==> src/rtl/knap_search_ctrl.sv <==
// knap_search_ctrl: exhaustive knapsack subset search over a configurable item table
// Ports:
//   clk, rst                              clock, asynchronous active-high reset
//   cfg_we/cfg_idx/cfg_value/weight/volume item-table write port (accepted in IDLE only)
//   min_value, max_weight, max_volume      constraint limits, latched on start
//   start, abort                           launch / cancel a search
//   busy, done                             search in progress / one-cycle completion pulse
//   found, best_sel, best_value            best feasible selection seen so far
//   valid_count                            number of feasible selections seen
module knap_search_ctrl #(
   parameter int N_ITEMS = 17
) (
   input  logic               clk,
   input  logic               rst,
   input  logic               cfg_we,
   input  logic [4:0]         cfg_idx,
   input  logic [4:0]         cfg_value,
   input  logic [4:0]         cfg_weight,
   input  logic [4:0]         cfg_volume,
   input  logic [9:0]         min_value,
   input  logic [9:0]         max_weight,
   input  logic [9:0]         max_volume,
   input  logic               start,
   input  logic               abort,
   output logic               busy,
   output logic               done,
   output logic               found,
   output logic [N_ITEMS-1:0] best_sel,
   output logic [9:0]         best_value,
   output logic [20:0]        valid_count
);
   typedef enum logic [1:0] {S_IDLE, S_RUN, S_DRAIN, S_DONE} state_t;
   state_t r_state, w_next;
   logic [4:0] r_val [N_ITEMS];
   logic [4:0] r_wt [N_ITEMS];
   logic [4:0] r_vol [N_ITEMS];
   logic [9:0] r_min, r_maxw, r_maxv;
   logic [N_ITEMS-1:0] r_cnt, r_s1_mask, r_best_sel;
   logic [9:0] r_s1_val, r_s1_wt, r_s1_vol, r_best_value;
   logic [9:0] w_sum_val, w_sum_wt, w_sum_vol;
   logic r_s1_vld, r_found, r_done, w_feas, w_better;
   logic [20:0] r_valid_count;

   assign busy        = (r_state == S_RUN) || (r_state == S_DRAIN);
   assign done        = r_done;
   assign found       = r_found;
   assign best_sel    = r_best_sel;
   assign best_value  = r_best_value;
   assign valid_count = r_valid_count;

   always_ff @(posedge clk or posedge rst)
      if (rst) r_state <= S_IDLE;
      else     r_state <= w_next;

   always_comb begin
      w_next = r_state;
      unique case (r_state)
         S_IDLE:  w_next = start ? S_RUN : S_IDLE;
         S_RUN:   w_next = abort ? S_IDLE : (&r_cnt ? S_DRAIN : S_RUN);
         S_DRAIN: w_next = abort ? S_IDLE : S_DONE;
         default: w_next = S_IDLE;
      endcase
   end

   // stage 1: attribute sums of the current candidate mask
   always_comb begin
      w_sum_val = '0;
      w_sum_wt  = '0;
      w_sum_vol = '0;
      for (int i = 0; i < N_ITEMS; i++)
         if (r_cnt[i]) begin
            w_sum_val = w_sum_val + {5'd0, r_val[i]};
            w_sum_wt  = w_sum_wt  + {5'd0, r_wt[i]};
            w_sum_vol = w_sum_vol + {5'd0, r_vol[i]};
         end
   end

   // stage 2: an abort on this edge discards the candidate in flight
   assign w_feas   = r_s1_vld && !abort && (r_s1_val >= r_min) && (r_s1_wt <= r_maxw) && (r_s1_vol <= r_maxv);
   // strict compare keeps the earlier (lower) mask on ties since masks arrive in ascending order
   assign w_better = !r_found || (r_s1_val > r_best_value);

   always_ff @(posedge clk or posedge rst)
      if (rst) begin
         for (int i = 0; i < N_ITEMS; i++) begin
            r_val[i] <= '0;
            r_wt[i]  <= '0;
            r_vol[i] <= '0;
         end
         {r_min, r_maxw, r_maxv} <= '0;
         r_cnt         <= '0;
         r_s1_vld      <= 1'b0;
         r_s1_mask     <= '0;
         {r_s1_val, r_s1_wt, r_s1_vol} <= '0;
         r_found       <= 1'b0;
         r_done        <= 1'b0;
         r_best_sel    <= '0;
         r_best_value  <= '0;
         r_valid_count <= '0;
      end else begin
         if (r_state == S_IDLE && cfg_we)
            for (int i = 0; i < N_ITEMS; i++)
               if (cfg_idx == 5'(i)) begin
                  r_val[i] <= cfg_value;
                  r_wt[i]  <= cfg_weight;
                  r_vol[i] <= cfg_volume;
               end
         // registered so the pulse lands one cycle after the DONE state, once results are final
         r_done    <= (r_state == S_DONE);
         r_cnt     <= (r_state == S_RUN) ? r_cnt + N_ITEMS'(1) : '0;
         r_s1_vld  <= (r_state == S_RUN) && !abort;
         r_s1_mask <= r_cnt;
         r_s1_val  <= w_sum_val;
         r_s1_wt   <= w_sum_wt;
         r_s1_vol  <= w_sum_vol;
         if (r_state == S_IDLE && start) begin
            r_min         <= min_value;
            r_maxw        <= max_weight;
            r_maxv        <= max_volume;
            r_found       <= 1'b0;
            r_best_sel    <= '0;
            r_best_value  <= '0;
            r_valid_count <= '0;
         end else if (w_feas) begin
            r_found       <= 1'b1;
            r_valid_count <= r_valid_count + 21'd1;
            if (w_better) begin
               r_best_sel   <= r_s1_mask;
               r_best_value <= r_s1_val;
            end
         end
      end
endmodule

==> config.mk <==
export PLATFORM = sky130hd
export DESIGN_NAME = knap_search_ctrl
export DESIGN_NICKNAME = d
export VERILOG_FILES = /design/src/rtl/knap_search_ctrl.sv
export SDC_FILE = /design/constraint.sdc
export NUM_CORES = 1
export LEC_CHECK = 0
export ABC_AREA = 0
export CORE_UTILIZATION = 55
export CTS_CLUSTER_SIZE = 25
export DETAILED_ROUTE_END_ITERATION = 12
export DONT_BUFFER_PORTS = 1
export GPL_ROUTABILITY_DRIVEN = 0
export PLACE_DENSITY = 0.7
export RECOVER_POWER = 100
export SYNTH_ARGS = -nofsm -noshare
export SYNTH_HDL_FRONTEND = slang
export SYNTH_SLANG_ARGS = --single-unit
==> constraint.sdc <==
create_clock -name clk -period 25.4 [get_ports clk]
set_input_delay 5.08 -clock clk [delete_from_list [all_inputs] [get_ports clk]]
set_output_delay 5.08 -clock clk [all_outputs]
set_load 0.02 [all_outputs]
==> flow_summary.ini, run 1 <==
[outcome]
status = finished with violations
violations = capacitance limit, slew limit

[clock_network]
hold_buffers = 0
worstSkewPairLatency_ps = 590
clock_path_buffers = 3
cts_tree = done
clk_pin_slew_ps = 60
h-tree-depth = 2
cts_inserted_buffers = 47
cts.sinks = 402
postCtsSetupRepairBufs = 0
root_buffer = clkbuf_16
cts_resized = 0

[timing]
tightest_slew_ps = 8640
relSlewSlack_pct = -476
hold_viol = 0
worst_slack_ps = 9140
timing.fmax_mhz = 61.5
period_share_pct = 64.0
finalCriticalPeriod_ps = 16260
rsz0062_at_grt = false
slew_violations = 567
setup_tns_ps = 0
hold_ws_ps = 378
finalClockSkew_ps = 17.2
setup_viol = 0

[critical_path]
crit_arrival_ps = 16770
end_kind = register
r2r-end = r_s1_vol[9]$_DFF_PP0_
r2r_cells = 77
crit_type = reg -> reg
start_kind = register
cp_max_fo = 28
r2r_slack_ps = 9140
critPathRequiredTime_ps = 25910
reg2reg_from = r_cnt[0]$_DFF_PP0_
cpPeakStageDelay_ps = 880
cp_slowest_cell = dfrtp_1

[yosys]
synth-seq-area-share_pct = 31.9
netlist_area_um2 = 31600
ys.flop_type = dfrtp_1
synthCells = 3276
synth-seq-cells = 402
synthArstFlopShare_pct = 100
synth-edff-count = 0
synth_nets = 3666
syn_avg_cell_area_um2 = 9.64
ys_types = 93
yosysWarningCount = 0

[pwr]
totalPowerFinal_uw = 2200
power.density_nw_per_um2 = 65.2
leakage_uw = 0.0163
irDropWorstVdd_uv = 48.3

[final_layout]
final_common_cell = dfrtp_1
fill_cells = 4653
final_cell_mix = 402 x dfrtp_1, 314 x mux2_2, 290 x ha_1, 258 x o21ai_0, 241 x inv_1
seq_area_um2 = 10100
final_nets = 3634
diodes = 0
stdcell_count = 4034
layout-drive-gt1-share_pct = 13.8
synthToLayoutAreaGrowth_pct = 7.08
multiInputGateArea_um2 = 20200

[detailed_routing]
post_drt_wl_per_cell_um = 18.7
via_per_inst = 5.94
detail_route.iter0.violations = 1502
firstDrtPassIters = 6
ant_nets = 0
vias = 23968
wirelength_um = 75500
drcViolationCount = 0

[floorplanning]
initial_utilization_pct = 55.8
die_y_um = 242
core_area_um2 = 56600
fp.dieW_um = 242
rows = 87
io_pins = 106
dieArea_um2 = 58400

[global_route]
grt_use_total_pct = 26.1
antenna_found_initial = 0
grt_max_degree = 171
grt-ovfl-total = 0
grt_pass1_vias = 24372
grt_pass1_wl_um = 125000

[run]
maxCapViolations = 8

[min_path]
worstHoldEndpoint = r_s1_mask[16]$_DFF_PP0_
min_path_cells = 0
hold_start = r_cnt[16]$_DFF_PP0_
hold_path_class = reg -> reg

[placed_design]
place_inst = 3951
dp_hpwl_um = 57000
io_buffers = 0
pre_cts_ws_ps = 9840
state kept, by name, indices dropped and copies added (netlist names), 17 cells and up:
name and flops:
r_wt 85, r_s1_mask 17, r_val 85, r_cnt 17, r_vol 85, best_sel 17, valid_count 21
stage by stage:
stage	utilization (%)	instance area (um^2)
after floorplan	-	31600
after global placement	57.2	32400
after detailed placement	57.2	32400
after CTS	60.0	33900
after global routing	59.7	33800
final	59.7	33800
cells by family after synthesis:
group	Yosys count	share of synthesized area (%)
mux	382	13.7
fa+ha+maj	337	14.4
compound gates	780	15.8
buf+inv	358	4.30
simple gates	772	12.2
xor+xnor	245	7.79
flops	402	31.9
per-layer routing:
metal	track usage (%)	vias up	wire (um)	share of wire, %
li1	-	11507	-	-
met1	34.5	11843	34800	46
met2	44.1	502	35500	47
met3	4.35	116	3590	4.8
met4	6.67	0	1570	2.1
met5	0	-	0	0
critical path: cells and delay by family, from the launching register on:
kind,cells,cell delay (ps)
adders and majority gates,16,5190
AOI/OAI and AO/OA,27,4690
and+or+nand+nor,17,2690
xor gates and xnor gates,9,1380
DFF,1,880
muxes,3,860
buffers and inverters,5,410
where the power goes:
| group | switching, uW | internal [uW] | total [uW] | leakage [uW] |
|---|---|---|---|---|
| clock network | 281 | 422 | 703 | 0.000790 |
| registers | 57.5 | 733 | 791 | 0.00531 |
| logic | 375 | 336 | 711 | 0.0102 |
| total | 713 | 1490 | 2200 | 0.0163 |
final cells by class:
cell class	count	area share [%]
sequential	402	29.7
clock buffer	65	4.00
timing repair buffer	28	0.344
multi-input combinational	2516	59.6
inverter	249	2.77
clock inverter	18	0.710
tap	756	2.80
how the worst max path moves through the flow:
| stage | from | end | slack, ps | cells past startpoint |
|---|---|---|---|---|
| 3_3_place_gp | r_cnt[0]$_DFF_PP0_ | r_s1_val[9]$_DFF_PP0_ | 10260 | 60 |
| 2_1_floorplan | rst | best_sel[0]$_DFFE_PP0P_ | 9140 | 1 |
| 4_1_cts | r_cnt[0]$_DFF_PP0_ | r_s1_val[9]$_DFF_PP0_ | 9820 | 60 |
| 5_1_grt | rst | r_wt[16]$_DFFE_PP0P_ | 6950 | 2 |
| 6_report | r_cnt[0]$_DFF_PP0_ | r_s1_vol[9]$_DFF_PP0_ | 9140 | 77 |
| 3_5_place_dp | r_cnt[0]$_DFF_PP0_ | r_s1_val[9]$_DFF_PP0_ | 9840 | 60 |
cells in the mapped netlist, types with 9 or more instances:
master | instances | area (um^2)
buf_1 | 9 | 33.8
nor3_1 | 33 | 165
dfrtp_1 | 402 | 10100
nand4_1 | 15 | 93.8
and2_1 | 58 | 363
o31ai_1 | 19 | 143
o21ai_0 | 237 | 1190
a21oi_1 | 125 | 626
a22o_1 | 32 | 280
nand2b_1 | 48 | 300
xnor2_1 | 138 | 1210
mux2i_1 | 43 | 430
nand3b_1 | 14 | 105
nand3_1 | 33 | 165
o21a_1 | 61 | 458
inv_1 | 242 | 908
and3_1 | 10 | 62.6
or3_1 | 17 | 106
mux2_2 | 316 | 3560
nand2_1 | 220 | 826
nor4_1 | 10 | 62.6
a21boi_0 | 10 | 75.1
nor2_1 | 178 | 668
mux2_4 | 23 | 345
nor3b_1 | 11 | 82.6
a211oi_1 | 29 | 218
nor2b_1 | 93 | 582
clkbuf_1 | 96 | 360
ha_1 | 290 | 3630
fa_1 | 45 | 901
a31oi_1 | 15 | 93.8
xor2_1 | 81 | 709
xnor3_1 | 12 | 270
a21o_1 | 87 | 653
o211ai_1 | 18 | 135
o21ai_1 | 52 | 260
(Power assumes the default switching activity.)
==> inputs of run 2 (changes only) <==
--- a/config.mk
+++ b/config.mk
@@ -11,7 +11,7 @@
 export DETAILED_ROUTE_END_ITERATION = 12
 export DONT_BUFFER_PORTS = 1
 export GPL_ROUTABILITY_DRIVEN = 0
-export PLACE_DENSITY = 0.7
+export PLACE_DENSITY = 0.73
 export RECOVER_POWER = 100
 export SYNTH_ARGS = -nofsm -noshare
 export SYNTH_HDL_FRONTEND = slang
==> constraint.sdc (replaced) <==
create_clock -name clk -period 13.7 [get_ports clk]
set_input_delay 2.74 -clock clk [delete_from_list [all_inputs] [get_ports clk]]
set_output_delay 2.74 -clock clk [all_outputs]
set_load 0.02 [all_outputs]
==> flow_summary.ini, run 2 (synthesis gave the netlist of run 1 again) <==
[critical_path]
r2r_slack_ps = -330
r2r-end = r_s1_wt[9]$_DFF_PP0_
cp_slowest_cell = dfrtp_2
crit_type = reg -> reg
cpPeakStageDelay_ps = 440
path_buf_inv = 2
endpoint = r_s1_wt[9]$_DFF_PP0_
critPathRequiredTime_ps = 14190
crit_start = r_cnt[0]$_DFF_PP0_
r2r_cells = 65
cp.depth = 65
critPathTopFamily = adder cells
crit_path_frequent_cell = ha_1
crit_arrival_ps = 14510
start_kind = register
end_kind = register
reg2reg_from = r_cnt[0]$_DFF_PP0_
cp_max_fo = 9

[timing]
rsz0062_at_grt = true
finalCriticalPeriod_ps = 14030
finalClockSkew_ps = 20.7
slew_violations = 27
timing.fmax_mhz = 71.3
worst_slack_ps = -326
setup_tns_ps = -1660
relSlewSlack_pct = -0.409
setup_viol = 9
hold_viol = 0
period_share_pct = 102
tightest_slew_ps = 1510

[floorplanning]
fp.dieW_um = 242
die_y_um = 242
initial_utilization_pct = 55.8
io_pins = 106
rows = 87
core_area_um2 = 56600
dieArea_um2 = 58400

[detailed_routing]
detail_route.iter0.violations = 1735
wirelength_um = 87100
ant_nets = 0
via_per_inst = 5.95
firstDrtPassIters = 5
vias = 26712
post_drt_wl_per_cell_um = 19.4
drcViolationCount = 0

[final_layout]
layout-drive-gt1-share_pct = 32.0
multiInputGateArea_um2 = 21900
seq_area_um2 = 10100
synthToLayoutAreaGrowth_pct = 24.2
fill_cells = 3842
final_nets = 4087
reg.largest.list = r_val: 85 flops, r_vol: 85 flops, r_wt: 85 flops
final_cell_mix = 471 x buf_4, 401 x dfrtp_1, 309 x mux2_2, 236 x inv_1, 213 x ha_1
stdcell_count = 4490
diodes = 0
final_common_cell = buf_4

[run]
maxCapViolations = 1

[pwr]
leakage_uw = 0.0187
power.density_nw_per_um2 = 123
totalPowerFinal_uw = 4840
irDropWorstVdd_uv = 112

[clock_network]
cts_inserted_buffers = 46
cts.sinks = 402
worstSkewPairLatency_ps = 610
clk_pin_slew_ps = 60
clock_path_buffers = 3
hold_buffers = 0
h-tree-depth = 2
root_buffer = clkbuf_16
cts_tree = done

[placed_design]
pre_cts_ws_ps = -871
io_buffers = 0
place_inst = 4306
dp_hpwl_um = 60800

[outcome]
status = finished with violations
violations = capacitance limit, slew limit, setup timing

[min_path]
hold_path_class = reg -> reg

[global_route]
grt_max_degree = 80
grt-ovfl-total = 0
grt_pass1_wl_um = 136000
antenna_found_initial = 1
grt_use_total_pct = 28.2
grt_pass1_vias = 27436
==> run 2: cell types whose count changed in the layout (fill, tap and decap cells not counted), moves of 11 or more <==
cell,previous run,this run
ha_4,0,72
o21ai_1,31,72
a21oi_1,125,101
buf_4,3,471
nor2b_2,0,14
and2_1,38,49
and2_0,22,2
o21ai_2,0,39
clkbuf_1,32,7
a21oi_2,0,21
o21ai_0,258,173
ha_1,290,213
nor2b_1,93,74
==> run 2: power breakdown <==
| part | switching (uW) | total [uW] | internal, uW |
|---|---|---|---|
| clock | 557 | 1370 | 815 |
| sequential | 126 | 1480 | 1360 |
| combinational | 907 | 1980 | 1080 |
| total | 1590 | 4840 | 3250 |
==> run 2: repair_timing <==
action	in CTS	in global routing
pin swaps	48	133
buffers inserted	53	47
endpoints found under the setup margin	21	25
gates resized for setup	126	231
==> run 2: through the flow <==
stage          instance area (um^2)  hold slack (ps)  util [%]
6_report                      39200              463      69.3
5_1_grt                       39200              473      69.3
4_1_cts                       37700              465      66.7
3_5_place_dp                  35000              449      61.9
3_3_place_gp                  35000              446      61.9
2_1_floorplan                 31600              349         -
==> run 2: worst min path at each step <==
stage	from	endpoint	slack, ps	depth (start not counted)
finish	r_s1_mask[5]$_DFF_PP0_	best_sel[5]$_DFFE_PP0P_	460	1
global route	r_s1_mask[6]$_DFF_PP0_	best_sel[6]$_DFFE_PP0P_	470	1
CTS	r_s1_mask[5]$_DFF_PP0_	best_sel[5]$_DFFE_PP0P_	460	1
detailed placement	r_s1_mask[13]$_DFF_PP0_	best_sel[13]$_DFFE_PP0P_	450	1
global placement	r_s1_mask[8]$_DFF_PP0_	best_sel[8]$_DFFE_PP0P_	450	1
floorplan	r_cnt[3]$_DFF_PP0_	r_s1_mask[3]$_DFF_PP0_	350	0
==> run 2: metal layers <==
metal | track usage, % | wire length [um] | vias up
met5 | 0 | 18 | -
met4 | 8.49 | 2390 | 2
met3 | 4.32 | 4450 | 200
met2 | 49.8 | 43700 | 768
met1 | 35.2 | 36500 | 13329
li1 | - | - | 12413
==> run 2: final cells by class <==
type / count / area share, %
clock inverters: 27 / 1.03
repair buffers: 482 / 9.32
multi-input cells: 2516 / 56.0
well taps: 756 / 2.41
flip-flops and latches: 402 / 25.7
clock buffers: 58 / 3.23
inverters: 249 / 2.39
==> inputs of run 3 (changes only) <==
--- a/config.mk
+++ b/config.mk
@@ -11,6 +11,7 @@
 export DETAILED_ROUTE_END_ITERATION = 12
 export DONT_BUFFER_PORTS = 1
 export GPL_ROUTABILITY_DRIVEN = 0
+export MAX_ROUTING_LAYER = met4
 export PLACE_DENSITY = 0.73
 export RECOVER_POWER = 100
 export SYNTH_ARGS = -nofsm -noshare
==> flow_summary.ini, run 3 (synthesis gave the netlist of run 1 again) <==
[clock_network]
worstSkewPairLatency_ps = 610
clock_path_buffers = 3
root_buffer = clkbuf_16
cts_inserted_buffers = 46
cts.sinks = 402
h-tree-depth = 2
clk_pin_slew_ps = 60
cts_tree = done

[timing]
hold_viol = 0
period_share_pct = 103
worst_slack_ps = -346
rsz0062_at_grt = true
setup_viol = 9
timing.fmax_mhz = 71.2
relSlewSlack_pct = -2.35
finalClockSkew_ps = 19.4
finalCriticalPeriod_ps = 14050
tightest_slew_ps = 1540
slew_violations = 28
hold_ws_ps = 465

[placed_design]
io_buffers = 0
dp_hpwl_um = 60800
place_inst = 4306
dpl_cell_area_um2 = 35000

[floorplanning]
initial_utilization_pct = 55.8
fp.dieW_um = 242
die_y_um = 242
io_pins = 106
rows = 87
core_area_um2 = 56600
dieArea_um2 = 58400

[pwr]
leakage_uw = 0.0187
p_int_uw = 3250
irDropWorstVdd_uv = 112
p_sw_uw = 1590
switching_share_pct = 32.8
pwr-share-comb_pct = 41.0
p_clk_share_pct = 28.3
power.density_nw_per_um2 = 123
p_seq_share_pct = 30.7

[detailed_routing]
firstDrtPassIters = 7
via_per_inst = 5.94
drcViolationCount = 0
vias = 26701
wirelength_um = 86900
detail_route.iter0.violations = 1663
ant_nets = 0
post_drt_wl_per_cell_um = 19.3

[final_layout]
synthToLayoutAreaGrowth_pct = 24.2
design_area_um2 = 39200
final_nets = 4087
fill_cells = 3841
layout-drive-gt1-share_pct = 32.0
final_cell_mix = 471 x buf_4, 401 x dfrtp_1, 309 x mux2_2, 236 x inv_1, 213 x ha_1
final_common_cell = buf_4
stdcell_count = 4492
reg.largest.list = r_val: 85 flops, r_vol: 85 flops, r_wt: 85 flops

[critical_path]
r2r-end = r_s1_wt[9]$_DFF_PP0_
cpPeakStageDelay_ps = 440
critPathRequiredTime_ps = 14180
start_kind = register
r2r_slack_ps = -350
end_kind = register
reg2reg_from = r_cnt[0]$_DFF_PP0_
crit_type = reg -> reg
cp_slowest_cell = dfrtp_2
r2r_cells = 65
crit_arrival_ps = 14530
crit_path_frequent_cell = ha_1
cp_max_fo = 9

[outcome]
violations = capacitance limit, slew limit, setup timing
status = finished with violations

[global_route]
grt_max_degree = 80
antenna_found_initial = 1
grt_pass1_wl_um = 136000
grt_pass1_vias = 27433
grt_use_total_pct = 29.0
grt-ovfl-total = 0

[min_path]
min_path_cells = 1
hold_path_class = reg -> reg
worstHoldEndpoint = best_sel[5]$_DFFE_PP0P_
hold_start = r_s1_mask[5]$_DFF_PP0_

[run]
maxCapViolations = 1
[run 3: area by class of cell]
type	count	area (um^2)	area share, %
antenna	2	5.00	0.0128
multi-input combinational	2516	21900	56.0
tap	756	946	2.41
clock inverter	27	403	1.03
sequential	402	10100	25.7
timing repair buffer	482	3650	9.32
clock buffer	58	1270	3.23
inverter	249	938	2.39
[run 3: worst max path at each step]
stage / startpoint / endpoint / slack [ps] / depth (start not counted)
6_report: r_cnt[0]$_DFF_PP0_ / r_s1_wt[9]$_DFF_PP0_ / -350 / 65
3_3_place_gp: r_cnt[0]$_DFF_PP0_ / r_s1_val[9]$_DFF_PP0_ / -470 / 60
3_5_place_dp: r_cnt[0]$_DFF_PP0_ / r_s1_vol[9]$_DFF_PP0_ / -870 / 73
4_1_cts: r_cnt[0]$_DFF_PP0_ / r_s1_wt[9]$_DFF_PP0_ / -350 / 75
5_1_grt: r_cnt[0]$_DFF_PP0_ / r_s1_wt[9]$_DFF_PP0_ / -980 / 75
2_1_floorplan: r_cnt[0]$_DFF_PP0_ / r_s1_val[9]$_DFF_PP0_ / 30 / 60
[run 3: per-layer routing]
metal | share of wire (%) | vias to the layer above | wire length (um) | GRT usage [%]
met5 | 0 | - | 0 | -
met4 | 2.7 | 0 | 2350 | 8.52
met3 | 5.2 | 195 | 4520 | 4.30
met2 | 50 | 787 | 43700 | 49.8
met1 | 42 | 13306 | 36300 | 35.2
li1 | - | 12413 | - | -
[run 3: power groups by stage]
| stage | clock network (uW) | registers [uW] | logic (uW) |
|---|---|---|---|
| floorplan | 0 | 1450 | 1070 |
| global placement | 0 | 1470 | 1510 |
| detailed placement | 0 | 1480 | 1610 |
| CTS | 1390 | 1470 | 1760 |
| global route | 1430 | 1500 | 2180 |
| finish | 1370 | 1480 | 1980 |
[run 3: worst max-delay path, delay by kind of cell (launching register included)]
family	cells	cell delay, ps
buffers and inverters	2	230
AO/OA/AOI/OAI	14	2430
XOR/XNOR	11	1640
flip-flops	1	440
multiplexers	9	2640
AND/OR/NAND/NOR	12	1610
adder cells (fa/ha/maj)	17	4920
[run 3: through the flow]
step / util [%] / setup slack [ps] / TNS, ps / total power (uW)
final: 69.3 / -346 / -1860 / 4840
after global routing: 69.3 / -977 / -11860 / 5120
after CTS: 66.7 / -351 / -1790 / 4610
after detailed placement: 61.9 / -871 / -8460 / 3100
after global placement: 61.9 / -468 / -1100 / 2980
after floorplan: - / 27.0 / 0 / 2520
[run 3: timing repair]
| action | 4_1_cts | 5_1_grt |
|---|---|---|
| setup buffers | 53 | 47 |
| endpoints found under the hold margin | 0 | 0 |
| hold buffers | 0 | 0 |
| gates cloned | 0 | 0 |
| pin swaps | 48 | 133 |
| gates resized for setup | 126 | 231 |
| endpoints found under the setup margin | 21 | 25 |
